**src/rtl/wvb_overflow_ctrl_mc.sv**
```systemverilog
`default_nettype none
// ============================================================================
// Module   : wvb_overflow_ctrl_mc
// Brief    : Multi-channel waveform buffer overflow controller. Tracks each
//            channel's read pointer from the header stop address and reports
//            overflow, occupancy, almost-full (with hysteresis), a sticky
//            overflow flag and a saturating overflow-entry counter.
//            Optional feature macro: WVB_OVF_PEAK_EN adds a per-channel
//            peak-occupancy output (wused_peak).
// Revision : 1.0 - initial release
// ============================================================================
module wvb_overflow_ctrl_mc #(
    parameter int P_N_CHAN    = 24,
    parameter int P_ADR_WIDTH = 12,
    parameter int P_HYST      = 64
) (
    input  logic                            clk,
    input  logic                            rst,
    input  logic [P_N_CHAN*P_ADR_WIDTH-1:0] wvb_wr_addr,
    input  logic [P_N_CHAN*P_ADR_WIDTH-1:0] stop_addr,
    input  logic [P_N_CHAN-1:0]             wvb_rddone,
    input  logic [P_N_CHAN-1:0]             hdr_full,
    input  logic [15:0]                     afull_thresh,
    input  logic                            ovf_clr,
    output logic [P_N_CHAN-1:0]             overflow,
    output logic [P_N_CHAN*16-1:0]          wvb_wused,
    output logic [P_N_CHAN-1:0]             almost_full,
    output logic [P_N_CHAN-1:0]             ovf_sticky,
    output logic [P_N_CHAN*16-1:0]          ovf_cnt
`ifdef WVB_OVF_PEAK_EN
    ,
    output logic [P_N_CHAN*16-1:0]          wused_peak
`endif
);

    localparam logic [16:0] c_HYST    = 17'(P_HYST);
    localparam logic [15:0] c_CNT_MAX = 16'hFFFF;

    for (genvar gi = 0; gi < P_N_CHAN; gi++) begin : g_chan
        logic [P_ADR_WIDTH-1:0] w_wr;
        logic [P_ADR_WIDTH-1:0] w_stop;
        logic [P_ADR_WIDTH-1:0] w_next_rd;
        logic [P_ADR_WIDTH-1:0] w_diff;
        logic [16:0]            w_wused_hyst;
        logic                   w_af_set;
        logic                   w_af_clr;
        logic                   w_ovf;
        logic                   w_entry;
        logic [P_ADR_WIDTH-1:0] r_last_rd;
        logic [15:0]            r_wused;
        logic                   r_afull;
        logic                   r_ovf_d;
        logic                   r_sticky;
        logic [15:0]            r_ovf_cnt;

        assign w_wr         = wvb_wr_addr[gi*P_ADR_WIDTH +: P_ADR_WIDTH];
        assign w_stop       = stop_addr[gi*P_ADR_WIDTH +: P_ADR_WIDTH];
        // Modulo arithmetic: the buffer is circular, so wrap is intended.
        assign w_next_rd    = r_last_rd + 1'b1;
        assign w_diff       = w_wr - w_next_rd;
        // Hysteresis sum kept at 17 bits so a large wused cannot wrap below the threshold.
        assign w_wused_hyst = {1'b0, r_wused} + c_HYST;
        assign w_af_set     = (r_wused >= afull_thresh);
        assign w_af_clr     = (w_wused_hyst < {1'b0, afull_thresh});
        assign w_ovf        = hdr_full[gi] | (w_wr == r_last_rd);
        assign w_entry      = w_ovf & ~r_ovf_d;

        assign overflow[gi]           = w_ovf;
        assign wvb_wused[gi*16 +: 16] = r_wused;
        assign almost_full[gi]        = r_afull;
        assign ovf_sticky[gi]         = r_sticky;
        assign ovf_cnt[gi*16 +: 16]   = r_ovf_cnt;

        // Read pointer: last address consumed, taken from the head event's stop address.
        always_ff @(posedge clk) begin
            if (rst)                  r_last_rd <= '1;
            else if (wvb_rddone[gi])  r_last_rd <= w_stop;
        end

        // Occupancy, computed against the pre-edge read pointer.
        always_ff @(posedge clk) begin
            if (rst) r_wused <= '0;
            else     r_wused <= 16'(w_diff);
        end

        // Almost-full with hysteresis, driven from the registered occupancy.
        always_ff @(posedge clk) begin
            if (rst)           r_afull <= 1'b0;
            else if (w_af_set) r_afull <= 1'b1;
            else if (w_af_clr) r_afull <= 1'b0;
        end

        // Delayed overflow used to detect overflow entry.
        always_ff @(posedge clk) begin
            if (rst) r_ovf_d <= 1'b0;
            else     r_ovf_d <= w_ovf;
        end

        // Sticky flag: a live overflow beats a simultaneous clear.
        always_ff @(posedge clk) begin
            if (rst)          r_sticky <= 1'b0;
            else if (w_ovf)   r_sticky <= 1'b1;
            else if (ovf_clr) r_sticky <= 1'b0;
        end

        // Saturating entry counter; a clear coinciding with an entry counts that entry.
        always_ff @(posedge clk) begin
            if (rst)                                 r_ovf_cnt <= '0;
            else if (ovf_clr)                        r_ovf_cnt <= {15'd0, w_entry};
            else if (w_entry && r_ovf_cnt != c_CNT_MAX) r_ovf_cnt <= r_ovf_cnt + 16'd1;
        end

`ifdef WVB_OVF_PEAK_EN
        logic [15:0] r_peak;

        assign wused_peak[gi*16 +: 16] = r_peak;

        // Peak occupancy since last clear; clearing restarts from the current occupancy.
        always_ff @(posedge clk) begin
            if (rst)                    r_peak <= '0;
            else if (ovf_clr)           r_peak <= r_wused;
            else if (r_wused > r_peak)  r_peak <= r_wused;
        end
`else
        // Peak tracking not built in this configuration.
`endif
    end

endmodule
`default_nettype wire

```
**config.mk**
```make
export PLATFORM = sky130hd
export DESIGN_NAME = wvb_overflow_ctrl_mc
export DESIGN_NICKNAME = d
export VERILOG_FILES = /design/src/rtl/wvb_overflow_ctrl_mc.sv
export SDC_FILE = /design/constraint.sdc
export NUM_CORES = 2
export LEC_CHECK = 0
export CAP_MARGIN = 20
export CORE_AREA = 2 2 578 580
export DETAILED_ROUTE_END_ITERATION = 8
export DIE_AREA = 0 0 580 582
export SYNTH_ARGS = -nofsm -noshare
export SYNTH_HDL_FRONTEND = slang
export SYNTH_SLANG_ARGS = --single-unit
```
**constraint.sdc**
```tcl
create_clock -name clk -period 3.9 [get_ports clk]
set_input_delay 0.78 -clock clk [delete_from_list [all_inputs] [get_ports clk]]
set_output_delay 0.78 -clock clk [all_outputs]
set_load 0.02 [all_outputs]
```
Word-level counts from Yosys, hierarchy flattened. Cells that the tools add are included.

Bits in registers: 1128.

Eq/ne operators: 48. Multiplexer cells: 121. Add/sub/neg operators: 96. Bitwise operators: 72. Reduce and logical (&&, ||, !) cells: 97. Magnitude comparators: 48.

Operators with widths (number): adder 16 x 7 -> 17 bit, second input constant (24); less-than comparator 17 x 16 -> 1 bit (24); adder 16 x 1 -> 16 bit, second input constant (24); greater-or-equal comparator 16 bit (24); inequality test 16 bit, second input constant (24); adder 12 x 1 -> 12 bit, second input constant (24); == test 12 bit (24); subtractor 12 bit (24); nonzero test 2 bit (72); two-way mux 1 bit (121); bitwise AND 1 bit (24); logical AND 1 bit (24); NOT 1 bit (24); bitwise OR 1 bit (24); OR reduction 2 bit (1).

Longest topological paths before layout.
Word-level depth: 6. Depth in mapped cells: 10. Mapped depth without buffers: 10.

Worst setup path before layout. Ideal clock, no wire load.

Path type: input port to flip-flop. From: in afull_thresh[10]. To: reg g_chan[15].r_afull. Stages: 8. Setup slack: 813 ps. Data arrival time: 2960 ps. Cell sequence: inv_1 > ha_1 > a21o_1 > a211o_1 > a211oi_1 > o21ai_0 > o2111ai_1 > o21ai_0.

Word-level cells in the longest chain between the ends: 2. Elaborated cells on any way between the ends: 4. Those cells by class: order compare (2); mux (1); reduce/logical (1).

Ends and longest elaborated chain: start: declaration (line 23) `input logic [15:0] afull_thresh,`; less-than comparator 17 x 16 -> 1 bit / greater-or-equal comparator 16 bit (equally long branches) (line 64, 63); nonzero test 2 bit (no line) / two-way mux 1 bit (equally long branches); end signal: assignment (line 88) `if (rst) r_afull <= 1'b0;`; end signal: assignment (line 89) `else if (w_af_set) r_afull <= 1'b1;`; end signal: assignment (line 90) `else if (w_af_clr) r_afull <= 1'b0;`; end: declaration (line 51) `logic r_afull;`.

Parallel ways exist; a longest one is shown, timed or not. A chain may end at the register's enable or synchronous reset.

Worst setup path in the final report.
From: in wvb_wr_addr[76]. To: out overflow[6].

Word-level cells in the longest chain between the ends: 2.

Ends and longest elaborated chain: start: declaration (line 19) `input logic [P_N_CHAN*P_ADR_WIDTH-1:0] wvb_wr_addr,`; == test 12 bit (line 65) `assign w_ovf = hdr_full[gi] | (w_wr == r_last_rd);`; bitwise OR 1 bit (line 65); end: declaration (line 25) `output logic [P_N_CHAN-1:0] overflow,`.

No other way between the ends.

==> results_dict.tcl <==
set metrics [dict create \
    status "completed" \
    async_flop_share_pct 0 \
    setup_viol 0 \
    syn2layout_area_growth_pct 40.2 \
    regArea_um2 20700 \
    io_buffers 1386 \
    synthTopCellsByArea "dfxtp_1, ha_1, nor2_1" \
    crit_path_start_kind "primary input" \
    synth_area_um2 63200 \
    rrSetupSlack_ps 110 \
    coreArea_um2 332000 \
    power_mw 34.6 \
    worstPathMaxFanout 2 \
    root_buffer "clkbuf_16" \
    drtAntennaViolNets 0 \
    final_hold_viol_count 0 \
    grt_use_total_pct 18.6 \
    dp_hpwl_um 269000 \
    synth_edf_count 0 \
    gp_congestion 0.978 \
    r2r_start "g_chan[4].r_last_rd[7]$_SDFFE_PP1P_" \
    drt-initial-drc-count 4656 \
    worst_pin_slew_ps 947 \
    die-area_um2 338000 \
    maxSlewViolCount 0 \
    ff2ff_path_depth 28 \
    multi_input_area_um2 39300 \
    vias_per_cell 4.56 \
    grt_pass1_wl_um 449000 \
    grt_pass1_vias 57700 \
    vias 61600 \
    cts.sinks 1032 \
    synth-main-ff-cell "dfxtp_1" \
    cts.clk_slew.worst_paths_ps 60 \
    period_minus_slack_ps 3850 \
    syn_inst 7426 \
    grt_start_max_net_pins 107 \
    ys_seq_area_share_pct 32.7 \
    fmax_ghz 0.260 \
    layout.nets 10400 \
    drive_above_1_share_pct 6.99 \
    htree_levels 4 \
    totalWireLength_um 328000 \
    hold_path_class "primary input to flip-flop" \
    antenna_found_initial 66 \
    period_share_pct 98.8 \
    synth_warnings 0 \
    die_x_um 580 \
    synth_cell_types 83 \
    slew_headroom_pct 36.6 \
    fin_util_pct 26.7 \
    fp-row-count 212 \
    nFillCells 35700 \
    cap_violations 0 \
    syn_avg_cell_area_um2 8.51 \
    synth-seq-cells 1032 \
    cp-endpoint "overflow[6]" \
    dieHeight_um 582 \
    overflow 0 \
    cts_tree "done" \
    crit_type "primary input to primary output" \
    drc_errors 0 \
    cts_buffers 141 \
    peakVddDrop_mv 0.319 \
    wl_per_cell_um 24.3 \
    clkLatencyLatePin_ps 830 \
    crit_path_start "wvb_wr_addr[76]" \
    initial_core_util_pct 19.0 \
    synth_top_area_share_pct 32.7 \
    leakage_nw 36.5 \
    endpoint_kind "primary output" \
    rsz0062_at_grt "true" \
    io_pins 1483 \
    p_per_area_nw_per_um2 391 \
    clockBufferDepth 4 \
    skew_ps 59.5 \
    dr.pass1.iters 6 \
    finalSetupTns_ps 0 \
    rr_endpoint "g_chan[4].r_last_rd[7]$_SDFFE_PP1P_" \
    critPathRequiredTime_ps 3120 \
    synth_top_cell_by_area "dfxtp_1" \
    worstPathArrival_ps 3070 \
]
==> per-layer routing <==
metal	up-vias	part of all wire (%)	GRT usage, %
met4	30	4.3	7.38
met2	2333	42	27.6
li1	29300	-	-
met3	403	11	7.44
met5	-	0.062	0
met1	29500	43	23.7
==> synthesized netlist by cell type, drive strengths merged (9+ instances only) <==
master	n
nor3	192
nand2b	62
nand3b	15
a21oi	291
dfxtp	1032
or3	27
and3	121
xor2	260
o211ai	304
a211oi	120
or2	15
fa	24
inv	460
o2111ai	35
ha	768
nor4b	18
nor2	798
xnor2	314
a221oi	17
nor4bb	9
a21o	134
o21ai	336
mux2i	40
a41oi	18
o41ai	15
buf	179
nand4	139
mux2	22
nor2b	142
clkbuf	192
o21bai	37
and2	31
and4	72
a211o	26
nor4	71
a21boi	9
nand2	572
a31oi	50
o21a	98
and4b	22
nand3	237
or3b	10
a311o	9
==> logic make-up (layout without fill, tap and decap cells) <==
kind of cell,after synthesis,in the layout,synth area share [%]
AO/OA/AOI/OAI,1557,1557,16.4
flip-flops,1032,1032,32.7
XOR/XNOR,574,574,7.96
multiplexers,62,62,1.03
buffers and inverters,831,2369,5.96
adder cells (fa/ha/maj),792,792,16.0
AND/OR/NAND/NOR,2577,2577,20.0
other,1,143,0.00594
==> sequential cells by signal, indices dropped and copies added (netlist names) <==
name              flops
g_chan.r_wused      288
g_chan.r_sticky      24
g_chan.r_last_rd    288
g_chan.r_ovf_cnt    384
g_chan.r_afull       24
g_chan.r_ovf_d       24
==> worst min path at each step <==
| stage | start | end | slack, ps | cells past startpoint |
|---|---|---|---|---|
| global route | rst | g_chan[14].r_ovf_cnt[0]$_SDFFE_PP0P_ | 240 | 2 |
| floorplan | g_chan[13].r_sticky$_SDFFE_PP0P_ | g_chan[13].r_sticky$_SDFFE_PP0P_ | 430 | 1 |
| finish | rst | g_chan[14].r_ovf_cnt[0]$_SDFFE_PP0P_ | 290 | 2 |
| CTS | rst | g_chan[14].r_ovf_cnt[0]$_SDFFE_PP0P_ | 190 | 2 |
| detailed placement | g_chan[14].r_sticky$_SDFFE_PP0P_ | g_chan[14].r_sticky$_SDFFE_PP0P_ | 440 | 1 |
| global placement | g_chan[7].r_sticky$_SDFFE_PP0P_ | g_chan[7].r_sticky$_SDFFE_PP0P_ | 430 | 1 |
==> placed cells by master (no fill, tap or decap), drive strengths merged, types with 22 or more instances in the layout <==
cell type         n
and4b            22
and4             72
fa               24
a31oi            50
a21oi           291
xnor2           314
xor2            260
nand4           139
clkdlybuf4s50  1370
nand2           572
o21ai           336
nor3            192
dfxtp          1032
diode            47
and2             31
and3            121
o211ai          304
conb             96
mux2i            40
mux2             22
o2111ai          35
a21o            134
nor2            798
nand3           237
nor2b           142
buf             282
inv             451
clkbuf          189
o21a             98
ha              768
nor4             71
nand2b           62
clkinv           40
a211oi          120
a211o            26
o21bai           37
or3              27
==> critical path: stages <==
cell	delay (ps)
clkdlybuf4s50_1	470
ha_1	380
nand4_1	180
nor4bb_4	590
buf_12	210
nor2_1	100
inv_1	80
clkdlybuf4s15_2	260
==> final cells by class <==
type	instances	area share, %
sequential	1032	23.3
inverter	460	2.02
antenna	47	0.133
timing repair buffer	1660	18.6
tap	4387	6.20
clock buffer	189	4.60
multi-input combinational	5658	44.4
clock inverter	60	0.819
==> report_power, final <==
group	total, mW	internal [mW]	switching (mW)
Sequential	12.1	11.2	0.860
Clock	13.7	8.12	5.57
Combinational	8.87	3.77	5.11
Total	34.6	23.1	11.5
==> stage by stage <==
step | hold slack [ps] | cell area, µm² | cells | worst slack, ps
after CTS | 190 | 88500 | 13400 | -84.8
after global placement | 434 | 83200 | 13200 | -286
final | 295 | 88600 | 13500 | 46.5
after floorplan | 427 | 63500 | 7521 | 813
after global routing | 238 | 88600 | 13500 | 2.98
after detailed placement | 438 | 83200 | 13200 | -277
==> repair_timing <==
item	in CTS	in global routing
setup buffers	42	1
resized for setup	26	1
pin swaps	3	1
endpoints found under the setup margin	9	3
hold buffers	0	0
No activity file was read; power rests on OpenSTA's default activity.
